==> config.mk <==
export PLATFORM = sky130hd
export DESIGN_NAME = multiplier_32x32
export DESIGN_NICKNAME = d
export VERILOG_FILES = /design/src/rtl/mul_pkg.sv /design/src/rtl/csa_3to2.sv /design/src/rtl/multiplier_32x32.sv
export SDC_FILE = /design/constraint.sdc
export NUM_CORES = 2
export LEC_CHECK = 0
export CAP_MARGIN = 20
export CORE_ASPECT_RATIO = 1.1
export CORE_MARGIN = 5
export CORE_UTILIZATION = 60
export DETAILED_ROUTE_END_ITERATION = 10
export PLACE_DENSITY = 0.81
export RECOVER_POWER = 100
export SETUP_SLACK_MARGIN = 0.02
export SLEW_MARGIN = 20
export SYNTH_ARGS = -nofsm -noshare
export SYNTH_HDL_FRONTEND = slang
export SYNTH_HIERARCHICAL = 1
export SYNTH_SLANG_ARGS = --single-unit
==> constraint.sdc <==
create_clock -name vclk -period 7
set_input_delay 0.7 -clock vclk [all_inputs]
set_output_delay 0.7 -clock vclk [all_outputs]
set_load 0.005 [all_outputs]
==> src/rtl/mul_pkg.sv <==
// Shared types and sizing helpers for the unsigned 32x32 multiplier.
//   MUL_W / PROD_W   : default operand and product widths
//   operand_t        : one multiplier operand
//   product_t        : full double-width product
//   next_rows()      : rows left after one layer of 3:2 compression
//   tree_levels()    : number of 3:2 layers needed to reach two rows
//   rows_at()        : row count entering a given layer
//   row_base()       : start index of a layer in the flattened row array
package mul_pkg;

  localparam int MUL_W  = 32;
  localparam int PROD_W = 64;

  typedef logic [MUL_W-1:0]  operand_t;
  typedef logic [PROD_W-1:0] product_t;

  // Every full group of three rows becomes two; leftover rows pass through.
  function automatic int next_rows(input int n);
    return 2 * (n / 3) + (n % 3);
  endfunction

  function automatic int tree_levels(input int n0);
    int n;
    int l;
    n = n0;
    l = 0;
    while (n > 2) begin
      n = next_rows(n);
      l++;
    end
    return l;
  endfunction

  function automatic int rows_at(input int n0, input int lvl);
    int n;
    n = n0;
    for (int k = 0; k < lvl; k++) begin
      n = next_rows(n);
    end
    return n;
  endfunction

  // All layers are packed back to back in one array, so a layer's first
  // row sits after every row of the layers before it.
  function automatic int row_base(input int n0, input int lvl);
    int b;
    b = 0;
    for (int k = 0; k < lvl; k++) begin
      b += rows_at(n0, k);
    end
    return b;
  endfunction

endpackage

==> src/rtl/csa_3to2.sv <==
// Bitwise 3:2 carry-save compressor (a row of full adders).
//   in_a, in_b, in_c : three addend rows, W bits each
//   sum_o            : bitwise sum, same weight as the inputs
//   carry_o          : majority bits, already shifted up one position
// in_a + in_b + in_c == sum_o + carry_o (mod 2^W). The carry out of the top
// bit is dropped; the multiplier's product always fits in W bits, so
// arithmetic modulo 2^W stays exact.
module csa_3to2 #(
  parameter int W = 64
) (
  input  logic [W-1:0] in_a,
  input  logic [W-1:0] in_b,
  input  logic [W-1:0] in_c,
  output logic [W-1:0] sum_o,
  output logic [W-1:0] carry_o
);

  assign sum_o   = in_a ^ in_b ^ in_c;
  assign carry_o = {(in_a[W-2:0] & in_b[W-2:0]) |
                    (in_a[W-2:0] & in_c[W-2:0]) |
                    (in_b[W-2:0] & in_c[W-2:0]), 1'b0};

endmodule

==> src/rtl/multiplier_32x32.sv <==
// Unsigned WIDTH x WIDTH -> 2*WIDTH multiplier for the execute stage.
//   clk_i     : clock, only used when OUT_REG=1
//   rst_ni    : asynchronous active-low reset, only used when OUT_REG=1
//   operand_a : multiplicand, unsigned
//   operand_b : multiplier, unsigned
//   P         : full product operand_a * operand_b
// Structure: AND partial-product array, Wallace-style tree of 3:2
// compressors, and one final carry-propagate adder. With OUT_REG=0 the
// whole path is combinational; with OUT_REG=1 the product is registered.
module multiplier_32x32
  import mul_pkg::*;
#(
  parameter int WIDTH   = MUL_W,
  parameter bit OUT_REG = 1'b0
) (
  input  logic               clk_i,
  input  logic               rst_ni,
  input  logic [WIDTH-1:0]   operand_a,
  input  logic [WIDTH-1:0]   operand_b,
  output logic [2*WIDTH-1:0] P
);

  localparam int PW     = 2 * WIDTH;
  localparam int NLVL   = tree_levels(WIDTH);
  localparam int FINAL  = row_base(WIDTH, NLVL);
  localparam int TOTAL  = FINAL + 2;

  // Rows of every tree layer, flattened: layer 0 holds the partial
  // products, the last two entries feed the final adder.
  logic [PW-1:0] rows [TOTAL];
  logic [PW-1:0] prod;

  // Partial products: operand_a gated by one multiplier bit, placed at
  // that bit's weight.
  for (genvar i = 0; i < WIDTH; i++) begin : g_pp
    assign rows[i] = {{WIDTH{1'b0}}, operand_a & {WIDTH{operand_b[i]}}} << i;
  end

  // Reduction tree: each layer compresses groups of three rows into two,
  // forwarding up to two leftover rows unchanged to the next layer.
  for (genvar l = 0; l < NLVL; l++) begin : g_lvl
    localparam int N  = rows_at(WIDTH, l);
    localparam int IB = row_base(WIDTH, l);
    localparam int OB = row_base(WIDTH, l + 1);
    localparam int G  = N / 3;

    for (genvar g = 0; g < G; g++) begin : g_csa
      csa_3to2 #(
        .W (PW)
      ) u_csa (
        .in_a    (rows[IB + 3*g]),
        .in_b    (rows[IB + 3*g + 1]),
        .in_c    (rows[IB + 3*g + 2]),
        .sum_o   (rows[OB + 2*g]),
        .carry_o (rows[OB + 2*g + 1])
      );
    end

    for (genvar r = 0; r < N % 3; r++) begin : g_pass
      assign rows[OB + 2*G + r] = rows[IB + 3*G + r];
    end
  end

  // Final carry-propagate adder merges the carry-save pair.
  assign prod = rows[FINAL] + rows[FINAL + 1];

  if (OUT_REG) begin : g_reg
    logic [PW-1:0] p_d;
    logic [PW-1:0] p_q;

    always_comb begin
      p_d = prod;
    end

    // Reset clears the product at once and drops any in-flight result.
    always_ff @(posedge clk_i or negedge rst_ni) begin
      if (!rst_ni) begin
        p_q <= '0;
      end else begin
        p_q <= p_d;
      end
    end

    assign P = p_q;
  end else begin : g_comb
    // Clock and reset have no function in the combinational build.
    logic unused_clk_rst;
    assign unused_clk_rst = clk_i ^ rst_ni;
    assign P = prod;
  end

endmodule

==> impl_metrics.yaml <==
timing:
  worstMarginPinSlew_ps: 645
  setup_viol: 56
  period_share_pct: 136
  maxClockFrequency_mhz: 105
  min_period_ps: 9510
  setup_slack_ps: -2510
  slew_headroom_pct: 57.0
  final_hold_viol_count: 0
  drv_slew: 0
  grt_setup_unrepaired: "true"
  holdWs_ps: 2940
critical_path:
  crit_buf_inv: 7
  slowest_stage: "fa_1"
  critPathKind: "in -> out"
  crit_end: "P[59]"
  cp_max_fo: 15
  cpMostUsedCell: "fa_1"
  cp.required_ps: 6300
  cp-startpoint: "operand_b[15]"
  crit_path_end_kind: "output port"
  slowest_delay_ps: 810
  crit_family: "adder cells"
  startpoint_type: "input port"
  crit_arrival_ps: 8810
  worst-path-stages: 24
  path_cells: "clkbuf_4, buf_12, and2_4, fa_1, fa_1, fa_2, fa_1, fa_2, fa_2, fa_1, fa_1, ha_4, nand4_1, nor4_4, buf_4, nand4_1, o21ai_4, buf_6, a41oi_4, buf_6, buf_6, o31ai_4, xor2_1, buf_2"
finish:
  fin_util_pct: 80.2
  nFlopsAndLatches: 0
  drive_gt1_share_pct: 25.2
  mostFrequentLayoutCells: "1,689 x fa_1, 1,054 x conb_1, 881 x and2_1"
  regArea_um2: 0
  synthToLayoutAreaGrowth_pct: 32.1
  nets: 7345
  final_area_mm2: 0.0659
  nClkBuffers: 0
  instances_no_fill: 6408
  final_common_cell: "fa_1"
placed_design:
  portBuffers: 128
  dp_cells: 6148
  hpwlAfterDp_mm: 114
  gp_congestion: 0.987
  place_area_mm2: 0.0602
global_routing:
  grtUsageTotal_pct: 39.8
  grt_pass1_vias: 45001
  grt.overflow.total: 0
  grt_max_degree: 33
  antenna_found_initial: 27
  grt_pass1_wl_mm: 264
logic_synthesis:
  yosys.cell_types.count: 68
  syn_area_per_cell_um2: 13.3
  syn_inst: 3761
  netlist_area_mm2: 0.0499
  synth_warnings: 6
  synth_seq_area_share_pct: 0
floorplanning:
  num_rows: 110
  initial_core_util_pct: 60.7
  die_h_um: 312
  die_w_um: 285
  core_area_mm2: 0.0822
  ios: 130
  die_area_mm2: 0.0890
job:
  cap_violations: 0
outcome:
  violations: "DRC, setup timing"
  outcome: "finished with violations"
route:
  drcViolationCount: 3
  ant_nets: 0
  drt_iter0_drc: 4920
  wl_per_cell_um: 30.9
  drt_wl_total_mm: 198
  vias_per_cell: 6.16
  vias: 39472
  dr.pass1.iters: 11
hold_path:
  hold_class: "in -> out"
cts:
  cts-hold-fix-buffers: 0
## cell type report
type                       instances  area, µm²
fill                            3966      16300
tap                             1064       1330
multi-input combinational       4522      55400
timing repair buffer             785       9050
inverter                          16       60.1
antenna                           21       52.6
## Yosys cell counts, types with 7 or more instances
master,instances,area share [%]
xor3_1,30,1.4
a21o_1,31,0.47
o21ai_1,7,0.070
buf_4,30,0.45
xnor2_1,37,0.65
nor2_1,41,0.31
nand3_1,13,0.13
and2_1,1028,13
o21bai_1,14,0.21
clkbuf_1,202,1.5
inv_1,16,0.12
ha_1,63,1.6
a21oi_1,77,0.77
o21ai_0,35,0.35
conb_1,31,0.23
a31oi_1,8,0.10
fa_1,1891,76
xor2_1,23,0.40
nand4_1,21,0.26
buf_2,12,0.12
nand2_1,59,0.44
## through the flow
| stage | setup TNS (ps) | worst slack (ps) |
|---|---|---|
| after floorplan | -7300 | -433 |
| after global placement | -114100 | -2870 |
| after detailed placement | -116250 | -2820 |
| after CTS | -79160 | -1980 |
| after global routing | -105010 | -2510 |
| final | -102950 | -2510 |
## kinds of logic after synthesis
group,share of synthesized area [%]
adders and majority gates,77.5
and+or+nand+nor,14.6
buffers and inverters,2.23
AOI/OAI and AO/OA,2.91
xor gates and xnor gates,2.48
other,0.233
## layer usage
| metal | vias to the layer above | routed length [µm] | GRT usage (%) | part of all wire, % |
|---|---|---|---|---|
| met5 | - | 251 | 0 | 0.13 |
| met1 | 19798 | 53500 | 43.3 | 27 |
| met2 | 4093 | 88600 | 64.6 | 45 |
| met3 | 1964 | 28500 | 12.5 | 14 |
| met4 | 18 | 27300 | 32.2 | 14 |
| li1 | 13599 | - | - | - |
## worst min path at each step
stage,startpoint,end,depth (start not counted)
final,operand_a[23],P[56],10
after global routing,operand_a[23],P[56],10
after CTS,operand_a[15],P[48],10
after detailed placement,operand_b[31],P[63],9
after global placement,operand_b[31],P[62],10
after floorplan,operand_a[30],P[62],5
## timing repair
item,in CTS,in global routing
cloned,61,7
buffers inserted,141,62
resized for setup,906,294
endpoints found under the setup margin,64,63
pin swaps,454,293
Power is not shown: default switching activity piles up to over one toggle a cycle in this logic, so the estimate is an artifact.
